File: config.mk
export PLATFORM = sky130hd
export DESIGN_NAME = uart_byte_tx_flat
export DESIGN_NICKNAME = d
export VERILOG_FILES = /design/src/rtl/uart_pkg.sv /design/src/rtl/uart_byte_tx_if.sv /design/src/rtl/uart_baud_tick.sv /design/src/rtl/uart_byte_tx.sv /design/src/flat_wrapper.sv
export SDC_FILE = /design/constraint.sdc
export NUM_CORES = 1
export LEC_CHECK = 0
export ABC_AREA = 0
export BUFFER_PORTS_ARGS = -buffer_cell sky130_fd_sc_hd__buf_2
export CORE_ASPECT_RATIO = 1.4
export CORE_MARGIN = 1.5
export CORE_UTILIZATION = 56
export CTS_CLUSTER_SIZE = 28
export DETAILED_ROUTE_END_ITERATION = 16
export PLACE_DENSITY_LB_ADDON = 0.1
export SKIP_CTS_REPAIR_TIMING = 1
export SYNTH_ARGS = -nofsm -noshare
export SYNTH_HDL_FRONTEND = slang
export SYNTH_HIERARCHICAL = 1
export SYNTH_SLANG_ARGS = --single-unit
File: constraint.sdc
create_clock -name clk -period 5.49 [get_ports clk]
set_input_delay 0.8235 -clock clk [delete_from_list [all_inputs] [get_ports clk]]
set_output_delay 0.8235 -clock clk [all_outputs]
set_load 0.01 [all_outputs]
File: src/rtl/uart_pkg.sv
// Shared UART definitions: default bit timing, transmitter state encoding and
// the bit-period counter width helper.
package uart_pkg;

    localparam int CLK_FREQ             = 50_000_000;
    localparam int BAUD                 = 115_200;
    localparam int DEFAULT_CLKS_PER_BIT = CLK_FREQ / BAUD;

    localparam logic [2:0] LAST_BIT_IDX = 3'd7;

    typedef enum logic [2:0] {
        ST_IDLE  = 3'd0,
        ST_START = 3'd1,
        ST_DATA  = 3'd2,
        ST_STOP  = 3'd3,
        ST_DONE  = 3'd4
    } tx_state_e;

    function automatic int cnt_width(input int clks);
        return (clks > 1) ? $clog2(clks) : 1;
    endfunction

endpackage

File: src/rtl/uart_byte_tx_if.sv
// Byte-transmit request/status bundle between a client and uart_byte_tx.
interface uart_byte_tx_if;

    logic [7:0] tx_data;
    logic       tx_en;
    logic       tx_start;
    logic       tx_busy;
    logic       tx_done;
    logic       tx_serial;

    modport master (
        output tx_data, tx_en, tx_start,
        input  tx_busy, tx_done, tx_serial
    );

    modport slave (
        input  tx_data, tx_en, tx_start,
        output tx_busy, tx_done, tx_serial
    );

endinterface

File: src/rtl/uart_baud_tick.sv
// Bit-period counter: counts 0..CLKS_PER_BIT-1 and flags the terminal count
// for one cycle; restart holds it at zero.
module uart_baud_tick
    import uart_pkg::*;
#(
    parameter int CLKS_PER_BIT = DEFAULT_CLKS_PER_BIT
) (
    input  logic clk,
    input  logic rst_n,
    input  logic i_restart,
    output logic o_tick
);

    localparam int              CW = cnt_width(CLKS_PER_BIT);
    localparam logic [CW-1:0]   TC = CW'(CLKS_PER_BIT - 1);

    logic [CW-1:0] r_cnt;
    logic          w_tc;

    assign w_tc   = (r_cnt == TC);
    assign o_tick = w_tc && !i_restart;

    // Terminal count reloads zero directly, so the count never passes TC.
    always_ff @(posedge clk) begin
        if (!rst_n) begin
            r_cnt <= '0;
        end else if (i_restart || w_tc) begin
            r_cnt <= '0;
        end else begin
            r_cnt <= r_cnt + CW'(1);
        end
    end

endmodule

File: src/rtl/uart_byte_tx.sv
// 8N1 UART byte transmitter with a level start request and a DONE handshake
// that needs tx_start to drop before another frame can be accepted.
module uart_byte_tx
    import uart_pkg::*;
#(
    parameter int CLKS_PER_BIT = DEFAULT_CLKS_PER_BIT
) (
    input logic           clk,
    input logic           rst_n,
    uart_byte_tx_if.slave bus
);

    tx_state_e  r_state;
    tx_state_e  w_state_nxt;
    logic [7:0] r_shift;
    logic [7:0] w_shift_nxt;
    logic [2:0] r_bit_idx;
    logic [2:0] w_bit_idx_nxt;
    logic       r_tx_serial;
    logic       r_tx_busy;
    logic       r_tx_done;
    logic       w_serial_nxt;
    logic       w_busy_nxt;
    logic       w_done_nxt;
    logic       w_restart;
    logic       w_tick;

    // Counter runs only while a bit is on the line, so each bit starts at zero.
    assign w_restart = !((r_state == ST_START) || (r_state == ST_DATA) || (r_state == ST_STOP));

    uart_baud_tick #(
        .CLKS_PER_BIT (CLKS_PER_BIT)
    ) u_baud_tick (
        .clk       (clk),
        .rst_n     (rst_n),
        .i_restart (w_restart),
        .o_tick    (w_tick)
    );

    // Next state and next line level; outputs are registered from these.
    always_comb begin
        w_state_nxt   = r_state;
        w_shift_nxt   = r_shift;
        w_bit_idx_nxt = r_bit_idx;
        w_serial_nxt  = 1'b1;
        case (r_state)
            ST_IDLE: begin
                if (bus.tx_en && bus.tx_start) begin
                    w_state_nxt   = ST_START;
                    w_shift_nxt   = bus.tx_data;
                    w_bit_idx_nxt = 3'd0;
                    w_serial_nxt  = 1'b0;
                end else begin
                    w_serial_nxt  = 1'b1;
                end
            end
            ST_START: begin
                if (w_tick) begin
                    w_state_nxt  = ST_DATA;
                    w_serial_nxt = r_shift[0];
                end else begin
                    w_serial_nxt = 1'b0;
                end
            end
            ST_DATA: begin
                w_serial_nxt = r_shift[0];
                if (w_tick) begin
                    if (r_bit_idx == LAST_BIT_IDX) begin
                        w_state_nxt  = ST_STOP;
                        w_serial_nxt = 1'b1;
                    end else begin
                        w_bit_idx_nxt = r_bit_idx + 3'd1;
                        w_shift_nxt   = {1'b0, r_shift[7:1]};
                        w_serial_nxt  = r_shift[1];
                    end
                end else begin
                    w_serial_nxt = r_shift[0];
                end
            end
            ST_STOP: begin
                if (w_tick) begin
                    w_state_nxt = ST_DONE;
                end else begin
                    w_state_nxt = ST_STOP;
                end
            end
            ST_DONE: begin
                if (!bus.tx_start) begin
                    w_state_nxt = ST_IDLE;
                end else begin
                    w_state_nxt = ST_DONE;
                end
            end
            default: begin
                w_state_nxt   = ST_IDLE;
                w_shift_nxt   = 8'h00;
                w_bit_idx_nxt = 3'd0;
                w_serial_nxt  = 1'b1;
            end
        endcase
        w_busy_nxt = (w_state_nxt != ST_IDLE);
        w_done_nxt = (w_state_nxt == ST_DONE);
    end

    // State, datapath and output registers; reset forces the line high at once.
    always_ff @(posedge clk) begin
        if (!rst_n) begin
            r_state     <= ST_IDLE;
            r_shift     <= 8'h00;
            r_bit_idx   <= 3'd0;
            r_tx_serial <= 1'b1;
            r_tx_busy   <= 1'b0;
            r_tx_done   <= 1'b0;
        end else begin
            r_state     <= w_state_nxt;
            r_shift     <= w_shift_nxt;
            r_bit_idx   <= w_bit_idx_nxt;
            r_tx_serial <= w_serial_nxt;
            r_tx_busy   <= w_busy_nxt;
            r_tx_done   <= w_done_nxt;
        end
    end

    assign bus.tx_serial = r_tx_serial;
    assign bus.tx_busy   = r_tx_busy;
    assign bus.tx_done   = r_tx_done;

endmodule

File: src/flat_wrapper.sv
// flat-port wrapper written by rule: the top's interface ports become plain ports
module uart_byte_tx_flat import uart_pkg::*;
#(
    parameter int CLKS_PER_BIT = DEFAULT_CLKS_PER_BIT
)
  (clk, rst_n, bus_tx_data, bus_tx_en, bus_tx_start, bus_tx_busy, bus_tx_done, bus_tx_serial);
  uart_byte_tx_if bus_i ();
  input logic clk;
  input logic rst_n;
  input wire logic [$bits(bus_i.tx_data)-1:0] bus_tx_data;
  input wire logic [$bits(bus_i.tx_en)-1:0] bus_tx_en;
  input wire logic [$bits(bus_i.tx_start)-1:0] bus_tx_start;
  output wire logic [$bits(bus_i.tx_busy)-1:0] bus_tx_busy;
  output wire logic [$bits(bus_i.tx_done)-1:0] bus_tx_done;
  output wire logic [$bits(bus_i.tx_serial)-1:0] bus_tx_serial;
  assign bus_i.tx_data = bus_tx_data;
  assign bus_i.tx_en = bus_tx_en;
  assign bus_i.tx_start = bus_tx_start;
  assign bus_tx_busy = bus_i.tx_busy;
  assign bus_tx_done = bus_i.tx_done;
  assign bus_tx_serial = bus_i.tx_serial;
  uart_byte_tx #(.CLKS_PER_BIT(CLKS_PER_BIT)) u_core (.clk(clk), .rst_n(rst_n), .bus(bus_i));
endmodule
==> results.md, run 1 <==
- Final layout net count: 174
- Placeable core region: 2365 µm²
- Post-synthesis compound-gate area fraction: 12.90%
- Number of placed cells counting well taps: 176
- Highest clock rate: 373.9 MHz
- Residual overflow from global routing: 0
- Worst-margin pin slew: 0.8452 ns
- Cell Area, Placed: 1430 µm²
- Number of warnings reported in the yosys synthesis log: 6
- Post-Syn Area per Cell: 9.500 µm²
- Max Root-Sink Buffers: 2
- Largest cells by area after synthesis: dfxtp_1 38%, mux2i_1 8.0%, nand2_1 7.1%
- Worst min-delay path startpoint: u_core/r_shift[4]$_SDFFE_PN0P_
- Hold worst-path end: u_core/r_shift[4]$_SDFFE_PN0P_
- Count of flip-flops with a built-in enable after synthesis: 0
- Cell at the root of the clock tree: clkbuf_4
- 1st-iter DRT viols: 32
- Number of instances in the synthesized netlist: 145
- Fraction of layout instances using a drive strength above 1: 22.29%
- Area share of the largest cell type after synthesis: 37.78%
- Number of diodes: 0
- X dimension of the die: 44.92 µm
- Row count: 21
- Max-cap viol count: 0
- Vias after detailed routing: 1,074
- Cell area after synthesis: 1378 µm²
- Mean number of vias per cell: 5.967
- Leading area contributor after synthesis: dfxtp_1
- Post-synthesis async set-or-reset flop share: 0%
- Power per cell area: 246.4 nW/µm²
- Setup-violating endpoint count in the final report: 0
- Clock buffers created by TritonCTS: 3
- Final HPWL DP: 1866 µm
- Xor and xnor area share after synthesis: 1.907%
- Largest fanout on the critical path: 18
- Die ar.: 2771 µm²
- Height of the chip: 61.69 µm
- Hold Vio Cnt, Final: 0
- Number of detailed-routing iterations run before antenna repair: 4
- Endpoint of the lowest-slack register-to-register path: u_core/r_shift[6]$_SDFFE_PN0P_
- Slowest stage cell, crit path: dfxtp_1
- Sequential area share after synthesis: 37.78%
- Clock Latency Late Sink: 0.32 ns
- Clock-pin slew reported for the worst setup and hold paths after clock tree synthesis: 0.14 ns
- Critical path capture point type: register
- Number of instances on the worst hold path: 2
- Adder-cell share of the synthesized area: 3.633%
- Detailed-route wire length per cell: 14.42 µm
- Total power: 0.3653 mW
- Class of the most critical hold timing path: register to register
- Count of placed standard cells in the final layout, fillers left out: 180
- Leakage: 0.5921 nW
- Worst slew slack as a fraction of its limit: 43.13%
- Remaining number of nets flagged by the antenna check after routing: 0
- Unrepaired setup endpoints after global routing: false
- Arrival time of data at the critical path endpoint: 2.87 ns
- Register bit total from synthesis: 26
- Vias in the first global route: 982
- First-pass GRT wire length: 4215 µm
- Distinct cell type count of the synthesized netlist: 47
- Number of port buffers: 14
- Worst clock skew: 0.002375 ns
- Share of cell area taken by muxes after synthesis: 13.71%
- Final total negative setup slack: 0 ns
- Post-Route Utilization: 62.70%
- Startpoint class of the critical path: register
- Worst hold slack: 0.4692 ns
- DRC Markers: 0
- H-tree levels: 1
- Run status: finished clean
- Worst reg2reg startpoint: u_core/r_state[1]$_SDFF_PN0_
- Max-slew violation total from the final report: 0
- Number of antenna violations at the first check in global routing: 0
- Type of the setup path with the least slack: register to register
- Min cycle time layout: 2.675 ns
- CP peak stage delay: 0.80 ns
- R2R depth: 5
- Share of the clock period used by the worst path: 48.72%
- Total global-route track usage: 20.78%
- Setup WS pre-CTS: 2.862 ns
- CTS tree: done
- Boundary Pins: 15
- Critical path cell sequence: o21bai_2 > nor4_1 > nor3b_2 > o2bb2ai_2 > mux2i_1
- Required time of the critical path: 5.69 ns
- Prevailing post-synth register cell: dfxtp_1
- Final setup margin: 2.815 ns
- Effective utilization at floorplan: 58.25%
- Fin area: 1483 µm²
- Nets in the synthesized netlist: 161
- Final routed wirelength across all metal layers: 2596 µm
- Final GP Congestion: 0.7659
- Slack of the worst reg-to-reg path: 2.82 ns
- Max IR drop VDD: 0.0002345 V
- Layout area overhead: 7.629%
- Pin count of the biggest net entering global routing: 21
- Largest family of logic cells by synthesized area: simple AND/OR/NAND/NOR gates
- Most frequent cells in the layout: 26 x nand2_1, 26 x dfxtp_1, 14 x buf_2
- Num Clock Sinks: 26
- Post-Synth Simple-Gate Area: 25.89%
==> critical path, delay by kind of cell (launching register included) <==
kind	cells	cell delay (ns)
multiplexers	1	0.19
flip-flops	1	0.80
AND/OR/NAND/NOR	2	1.10
AO/OA/AOI/OAI	2	0.45
==> state kept, by name, indices dropped and copies added (netlist names) <==
signal,count
u_core/bus.tx_busy,1
u_core/bus.tx_done,1
u_core/bus.tx_serial,1
u_core/r_bit_idx,3
u_core/r_shift,8
u_core/r_state,3
u_core/u_baud_tick/r_cnt,9
==> layer usage <==
metal | share of wire (%) | track usage [%] | up-vias | routed length (µm)
met5 | 0 | 0 | - | 0
li1 | - | - | 539 | -
met1 | 42 | 22.97 | 513 | 1080
met3 | 3.0 | 2.053 | 4 | 78
met2 | 53 | 39.54 | 18 | 1388
met4 | 1.8 | 8.824 | 0 | 48
==> cell type report <==
type	instances	area (µm²)
clock buffer	3	22.52
clock inverter	1	30.03
multi-input combinational	110	799.5
fill	211	882.1
inverter	3	11.26
timing repair buffer	14	70.07
tap	23	28.78
sequential	26	520.5
==> worst max path at each step <==
stage	from	endpoint	slack (ns)
after floorplan	u_core/u_baud_tick/r_cnt[2]$_SDFF_PP0_	u_core/r_bit_idx[0]$_SDFFE_PN0P_	3.42
final	u_core/r_state[1]$_SDFF_PN0_	u_core/r_shift[6]$_SDFFE_PN0P_	2.82
after global routing	u_core/r_state[1]$_SDFF_PN0_	u_core/r_bit_idx[0]$_SDFFE_PN0P_	2.59
after detailed placement	u_core/r_state[1]$_SDFF_PN0_	u_core/r_shift[6]$_SDFFE_PN0P_	2.86
after global placement	u_core/r_state[1]$_SDFF_PN0_	u_core/r_shift[7]$_SDFFE_PN0P_	3.04
after CTS	u_core/r_state[1]$_SDFF_PN0_	u_core/r_bit_idx[0]$_SDFFE_PN0P_	2.85
==> Yosys cell counts (2+ instances only) <==
master / number
o211ai_1: 2
buf_4: 2
xor2_1: 2
inv_1: 3
buf_6: 2
mux2i_1: 11
a21boi_1: 3
dfxtp_1: 26
nor3b_2: 2
o21ai_0: 3
or3_1: 2
a31oi_1: 2
nor2b_1: 2
mux2_2: 7
a21oi_1: 2
nand2b_1: 3
nand2_1: 26
nor2_1: 5
ha_1: 4
nand3_1: 8
o21ai_1: 2
==> power breakdown <==
group | internal [mW] | leakage [nW] | total (mW) | switching (mW)
clock | 0.0739 | 0.0279 | 0.132 | 0.0580
sequential | 0.195 | 0.211 | 0.200 | 0.00485
combinational | 0.0163 | 0.353 | 0.0337 | 0.0173
==> kinds of logic after synthesis <==
kind of cell / Yosys count
buf+inv: 9
mux: 18
flops: 26
compound gates: 22
fa+ha+maj: 4
xor+xnor: 3
simple gates: 63
(Power assumes the default switching activity.)
==> run 2: changes to the inputs <==
CORE_UTILIZATION = 51   (was 56)
clock period = 2.4 ns   (was 5.49 ns; I/O delays follow)
==> run 2 against run 1 <==
  * Worst setup slack worse by 2.3 ns
  * Critical endpoint is now u_core/r_bit_idx[0]$_SDFFE_PN0P_
  * First-iteration DRC count rose by 34%
  * Fmax increased by 43%
  * Critical path depth rose by 2
  * Sequential share of layout area is 0.38 points lower
  * Clock power rose by 36%
  * Die area grew 9.2%
  * Routed wire length fell by 2.9%
  * Combinational power grew 150%
  * Count of clock-buffer cells in the layout unchanged
==> results.md, run 2 (synthesis results as in run 1) <==
- Run status: finished clean
- Clock-pin slew reported for the worst setup and hold paths after clock tree synthesis: 0.13 ns
- Clock power share: 25.1%
- Hold Vio Cnt, Final: 0
- Net switching power: 0.1717 mW
- Share of the clock period used by the worst path: 78.21%
- Worst reg2reg startpoint: u_core/u_baud_tick/r_cnt[0]$_SDFF_PP0_
- Largest reg by FF count: u_core/u_baud_tick/r_cnt
- Boundary Pins: 15
- Vias in the first global route: 1,057
- Clock Latency Late Sink: 0.31 ns
- 1st-iter DRT viols: 43
- R2R depth: 7
- Combinational share of power: 11.7%
- Power per cell area: 477.8 nW/µm²
- Endpoint of the most critical setup path: u_core/r_bit_idx[0]$_SDFFE_PN0P_
- Number of instances on the worst hold path: 3
- Remaining number of nets flagged by the antenna check after routing: 0
- Critical path buffers and inverters: 1
- Largest regs: u_core/u_baud_tick/r_cnt x9, u_core/r_shift x8
- CP peak stage delay: 0.44 ns
- Number of port buffers: 14
- Cell Area, Placed: 1476 µm²
- X dimension of the die: 46.93 µm
- Critical path capture point type: register
- Arrival time of data at the critical path endpoint: 2.09 ns
- Residual overflow from global routing: 0
- Worst clock skew: 0.005990 ns
- Leakage: 0.5986 nW
- Final HPWL DP: 1914 µm
- Most frequent cells in the layout: 26 x nand2_1, 26 x dfxtp_1, 14 x buf_2
- Mean number of vias per cell: 5.505
- Slowest stage cell, crit path: dfxtp_1
- Fraction of layout instances using a drive strength above 1: 23.75%
- Number of antenna violations at the first check in global routing: 0
- Total global-route track usage: 19.65%
- Height of the chip: 64.50 µm
- Vias after detailed routing: 1,079
- Fin area: 1499 µm²
- Detailed-route wire length per cell: 12.86 µm
- Required time of the critical path: 2.61 ns
- Placeable core region: 2587 µm²
- Cell at the root of the clock tree: clkbuf_4
- Max Root-Sink Buffers: 2
- Final total negative setup slack: 0 ns
- Max IR drop VDD: 0.0002929 V
- Final routed wirelength across all metal layers: 2520 µm
- Largest fanout on the critical path: 11
- Setup-violating endpoint count in the final report: 0
- Die ar.: 3026 µm²
- First-pass GRT wire length: 4443 µm
- Worst slew slack as a fraction of its limit: 68.72%
- Final GP Congestion: 0.7819
- Num Clock Sinks: 26
- Class of the most critical hold timing path: input port to register
- Number of diodes: 0
- Startpoint class of the critical path: register
- Row count: 22
- Worst-margin pin slew: 0.4671 ns
- Proportion of total power due to net switching: 23.98%
- DRC Markers: 0
- Endpoint of the lowest-slack register-to-register path: u_core/r_bit_idx[0]$_SDFFE_PN0P_
- CTS tree: done
- Largest register FFs: 9
- Slack of the worst reg-to-reg path: 0.52 ns
- Critical path cell sequence: ha_1 > nand2_1 > nor4_1 > nor3b_2 > o2bb2ai_2 > buf_4 > mux2i_1
- Design internal power: 0.5445 mW
- Max-cap viol count: 0
- Number of detailed-routing iterations run before antenna repair: 4
- Fillers: 253
- Clock buffers created by TritonCTS: 3
- Total power: 0.7163 mW
- Pin count of the biggest net entering global routing: 21
- Final layout net count: 178
- Min cycle time layout: 1.877 ns
- Kind of cell adding the most delay to the critical path: simple AND/OR/NAND/NOR gates
- H-tree levels: 1
- Seq pwr share: 63.2%
- Effective utilization at floorplan: 53.24%
- Max-slew violation total from the final report: 0
- Setup crit start: u_core/u_baud_tick/r_cnt[0]$_SDFF_PP0_
- Depth of the critical timing path with buffers and inverters included: 7
- Type of the setup path with the least slack: register to register
- Unrepaired setup endpoints after global routing: false
- Layout area overhead: 8.810%
- Highest clock rate: 532.8 MHz
- Post-Route Utilization: 57.93%
-- run 2: cell count changes in the layout (fill, tap and decap cells not counted) --
cell / delta
buf_4: +4
bufinv_16: -1
-- run 2: cell type report --
type	count	area, µm²	share of cell area [%]
tap	36	45.04	3.005
sequential	26	520.5	34.72
inverter	3	11.26	0.7513
multi-input combinational	110	799.5	53.34
timing repair buffer	18	100.1	6.678
clock buffer	3	22.52	1.503
-- run 2: routing by layer --
| metal | share of wire (%) | global-route usage [%] | wire length (µm) | vias to the layer above |
|---|---|---|---|---|
| li1 | - | - | - | 549 |
| met1 | 42 | 21.91 | 1070 | 520 |
| met2 | 55 | 35.62 | 1387 | 8 |
| met3 | 1.8 | 3.343 | 45 | 2 |
| met4 | 0.67 | 6.250 | 17 | 0 |
| met5 | 0 | 0 | 0 | - |
-- run 2: metrics by stage --
stage,worst slack (ns),hold WS [ns],instances
global placement,0.5813,0.4407,193
floorplan,0.3338,0.4336,145
detailed placement,0.5178,0.4536,193
finish,0.5231,0.3069,196
CTS,0.5052,0.3041,196
global route,0.3523,0.2961,196
-- run 2: worst min-delay path, stage by stage --
cell and delay, ns:
buf_2 0.10, nand3_1 0.06, mux2i_1 0.07
-- run 2: worst min path at each step --
| stage | startpoint | endpoint | slack, ns |
|---|---|---|---|
| after floorplan | u_core/r_shift[0]$_SDFFE_PN0P_ | u_core/bus.tx_serial$_SDFF_PN1_ | 0.43 |
| after global placement | u_core/r_shift[2]$_SDFFE_PN0P_ | u_core/r_shift[2]$_SDFFE_PN0P_ | 0.44 |
| after detailed placement | u_core/r_shift[4]$_SDFFE_PN0P_ | u_core/r_shift[4]$_SDFFE_PN0P_ | 0.45 |
| after CTS | bus_tx_data[7] | u_core/r_shift[7]$_SDFFE_PN0P_ | 0.30 |
| after global routing | bus_tx_data[7] | u_core/r_shift[7]$_SDFFE_PN0P_ | 0.30 |
| final | bus_tx_data[7] | u_core/r_shift[7]$_SDFFE_PN0P_ | 0.31 |
-- run 2: power by group through the flow --
stage	logic, mW	clock network, mW	registers, mW
after floorplan	0.0614	0	0.463
after global placement	0.0823	0	0.462
after detailed placement	0.0842	0	0.463
after CTS	0.0846	0.189	0.453
after global routing	0.0924	0.204	0.455
final	0.0838	0.180	0.453
==> run 3: changes to the inputs <==
clock period = 1.6 ns   (was 2.4 ns; I/O delays follow)
==> run 3 against run 2 <==
  * The run now ends with negative setup slack left
  * Count of clock-buffer cells in the layout stayed put
  * Non-clock buffer count is 17 higher
  * Cell count is 8.7% higher
  * Clock power is 48% higher
  * Final area is 12% higher
==> results.md, run 3 (synthesis results as in run 1) <==
- Vias in the first global route: 1,137
- Max IR drop VDD: 0.0005362 V
- Residual overflow from global routing: 0
- Worst min-delay path startpoint: bus_tx_data[7]
- Row count: 22
- Final HPWL DP: 2215 µm
- CP peak stage delay: 0.39 ns
- Clock-pin slew reported for the worst setup and hold paths after clock tree synthesis: 0.13 ns
- Max-slew violation total from the final report: 0
- Design internal power: 0.8301 mW
- Multi-input gate area in the final layout: 838.3 µm²
- Total global-route track usage: 21.67%
- Unrepaired setup endpoints after global routing: true
- Fillers: 247
- Setup crit start: u_core/u_baud_tick/r_cnt[2]$_SDFF_PP0_
- Max Root-Sink Buffers: 2
- Placeable core region: 2587 µm²
- Class of the most critical hold timing path: input port to register
- Largest reg by FF count: u_core/u_baud_tick/r_cnt
- Mean number of vias per cell: 5.507
- Power per cell area: 649.3 nW/µm²
- Final layout net count: 195
- Clock buffers created by TritonCTS: 3
- Min cycle time layout: 1.632 ns
- Max-cap viol count: 0
- Seq pwr share: 62.2%
- Arrival time of data at the critical path endpoint: 1.85 ns
- Worst reg2reg startpoint: u_core/u_baud_tick/r_cnt[2]$_SDFF_PP0_
- Slowest stage cell, crit path: or3_4
- Setup WS pre-CTS: -0.01808 ns
- Clock Latency Late Sink: 0.31 ns
- X dimension of the die: 46.93 µm
- Critical path buffers and inverters: 1
- Hold Vio Cnt, Final: 0
- Most common cell after layout, fill and taps aside: nand2_1
- Largest fanout on the critical path: 11
- Share of the clock period used by the worst path: 102.0%
- Die ar.: 3026 µm²
- Final routed wirelength across all metal layers: 2877 µm
- Type of the setup path with the least slack: register to register
- Worst clock skew: 0.008978 ns
- Detailed-route wire length per cell: 13.51 µm
- Kind of cell adding the most delay to the critical path: simple AND/OR/NAND/NOR gates
- Critical path capture point type: register
- Number of port buffers: 14
- Final setup margin: -0.03241 ns
- Worst-margin pin slew: 0.4220 ns
- Pin count of the biggest net entering global routing: 18
- H-tree levels: 1
- Boundary Pins: 15
- Vias after detailed routing: 1,173
- Highest clock rate: 612.6 MHz
- Combinational share of power: 13.4%
- CTS tree: done
- Setup-violating endpoint count in the final report: 9
- Leakage: 0.6927 nW
- Most frequent cells in the layout: 24 x nand2_1, 23 x dfxtp_1, 20 x buf_4
- Critical path cell sequence: or3_4 > nor4_4 > nor3b_2 > o2bb2ai_2 > buf_12 > mux2i_2
- Number of detailed-routing iterations run before antenna repair: 4
- Register cell area after layout: 524.3 µm²
- DRC Markers: 0
- Fraction of layout instances using a drive strength above 1: 36.72%
- Net switching power: 0.2618 mW
- Required time of the critical path: 1.82 ns
- Total power: 1.092 mW
- Proportion of total power due to net switching: 23.97%
- Failing checks: negative setup slack
- Largest regs: u_core/u_baud_tick/r_cnt x9, u_core/r_shift x8
- Largest register FFs: 9
- Clock power share: 24.4%
- Layout area overhead: 22.07%
- Final GP Congestion: 0.7936
- Number of diodes: 0
- Effective utilization at floorplan: 53.24%
- Run status: finished with violations
- Remaining number of nets flagged by the antenna check after routing: 0
- Height of the chip: 64.50 µm
- 1st-iter DRT viols: 28
- Number of antenna violations at the first check in global routing: 0
- Num Clock Sinks: 26
- First-pass GRT wire length: 4761 µm
- Startpoint class of the critical path: register
- Cell at the root of the clock tree: clkbuf_4
- Worst slew slack as a fraction of its limit: 71.75%
run 3: changes by cell type in the layout (fill, tap and decap cells not counted), moves of 2 or more:
cell     delta
buf_4      +16
nand2_1     -2
dfxtp_1     -3
nand2_2     +2
dfxtp_2     +3
run 3: metrics by stage:
stage	TNS (ns)	cells	cell area (µm²)	hold WS [ns]	util, %
2_1_floorplan	-0.9299	145	1398	0.3905	-
3_3_place_gp	0	207	1614	0.4410	62.38
3_5_place_dp	-0.03376	207	1614	0.4491	62.38
4_1_cts	-0.1823	210	1637	0.1886	63.25
5_1_grt	-0.7297	213	1682	0.1770	64.99
6_report	-0.1138	213	1682	0.1950	64.99
run 3: layer usage:
layer	routed length [µm]	global-route usage, %
met5	0	0
met4	74	12.15
met3	55	3.900
met2	1646	37.33
met1	1100	23.36
run 3: final cells by class:
cell class	count	share of cell area, %
well taps	36	2.679
flip-flops and latches	26	31.18
clock buffers	3	1.339
repair buffers	35	14.29
multi-input cells	110	49.85
inverters	3	0.6696
run 3: power by group through the flow:
| stage | clock [mW] | combinational [mW] | sequential (mW) |
|---|---|---|---|
| 2_1_floorplan | 0 | 0.0935 | 0.694 |
| 3_3_place_gp | 0 | 0.140 | 0.691 |
| 3_5_place_dp | 0 | 0.144 | 0.693 |
| 4_1_cts | 0.281 | 0.145 | 0.679 |
| 5_1_grt | 0.309 | 0.158 | 0.682 |
| 6_report | 0.267 | 0.146 | 0.679 |
run 3: final timing paths:
kind	endpoint	slack, ns	cells after the start
worst min-delay path	u_core/r_shift[7]$_SDFFE_PN0P_	0.19	3
worst max register to register	u_core/r_bit_idx[0]$_SDFFE_PN0P_	-0.03	6
worst max-delay path	u_core/r_bit_idx[0]$_SDFFE_PN0P_	-0.03	6
worst min register to register	u_core/r_shift[5]$_SDFFE_PN0P_	0.47	2
run 3: worst register-to-register path, cell delays in order, from the launching register on:
cell       delay, ns
dfxtp_2         0.35
or3_4           0.39
nor4_4          0.17
nor3b_2         0.25
o2bb2ai_2       0.09
buf_12          0.15
mux2i_2         0.14
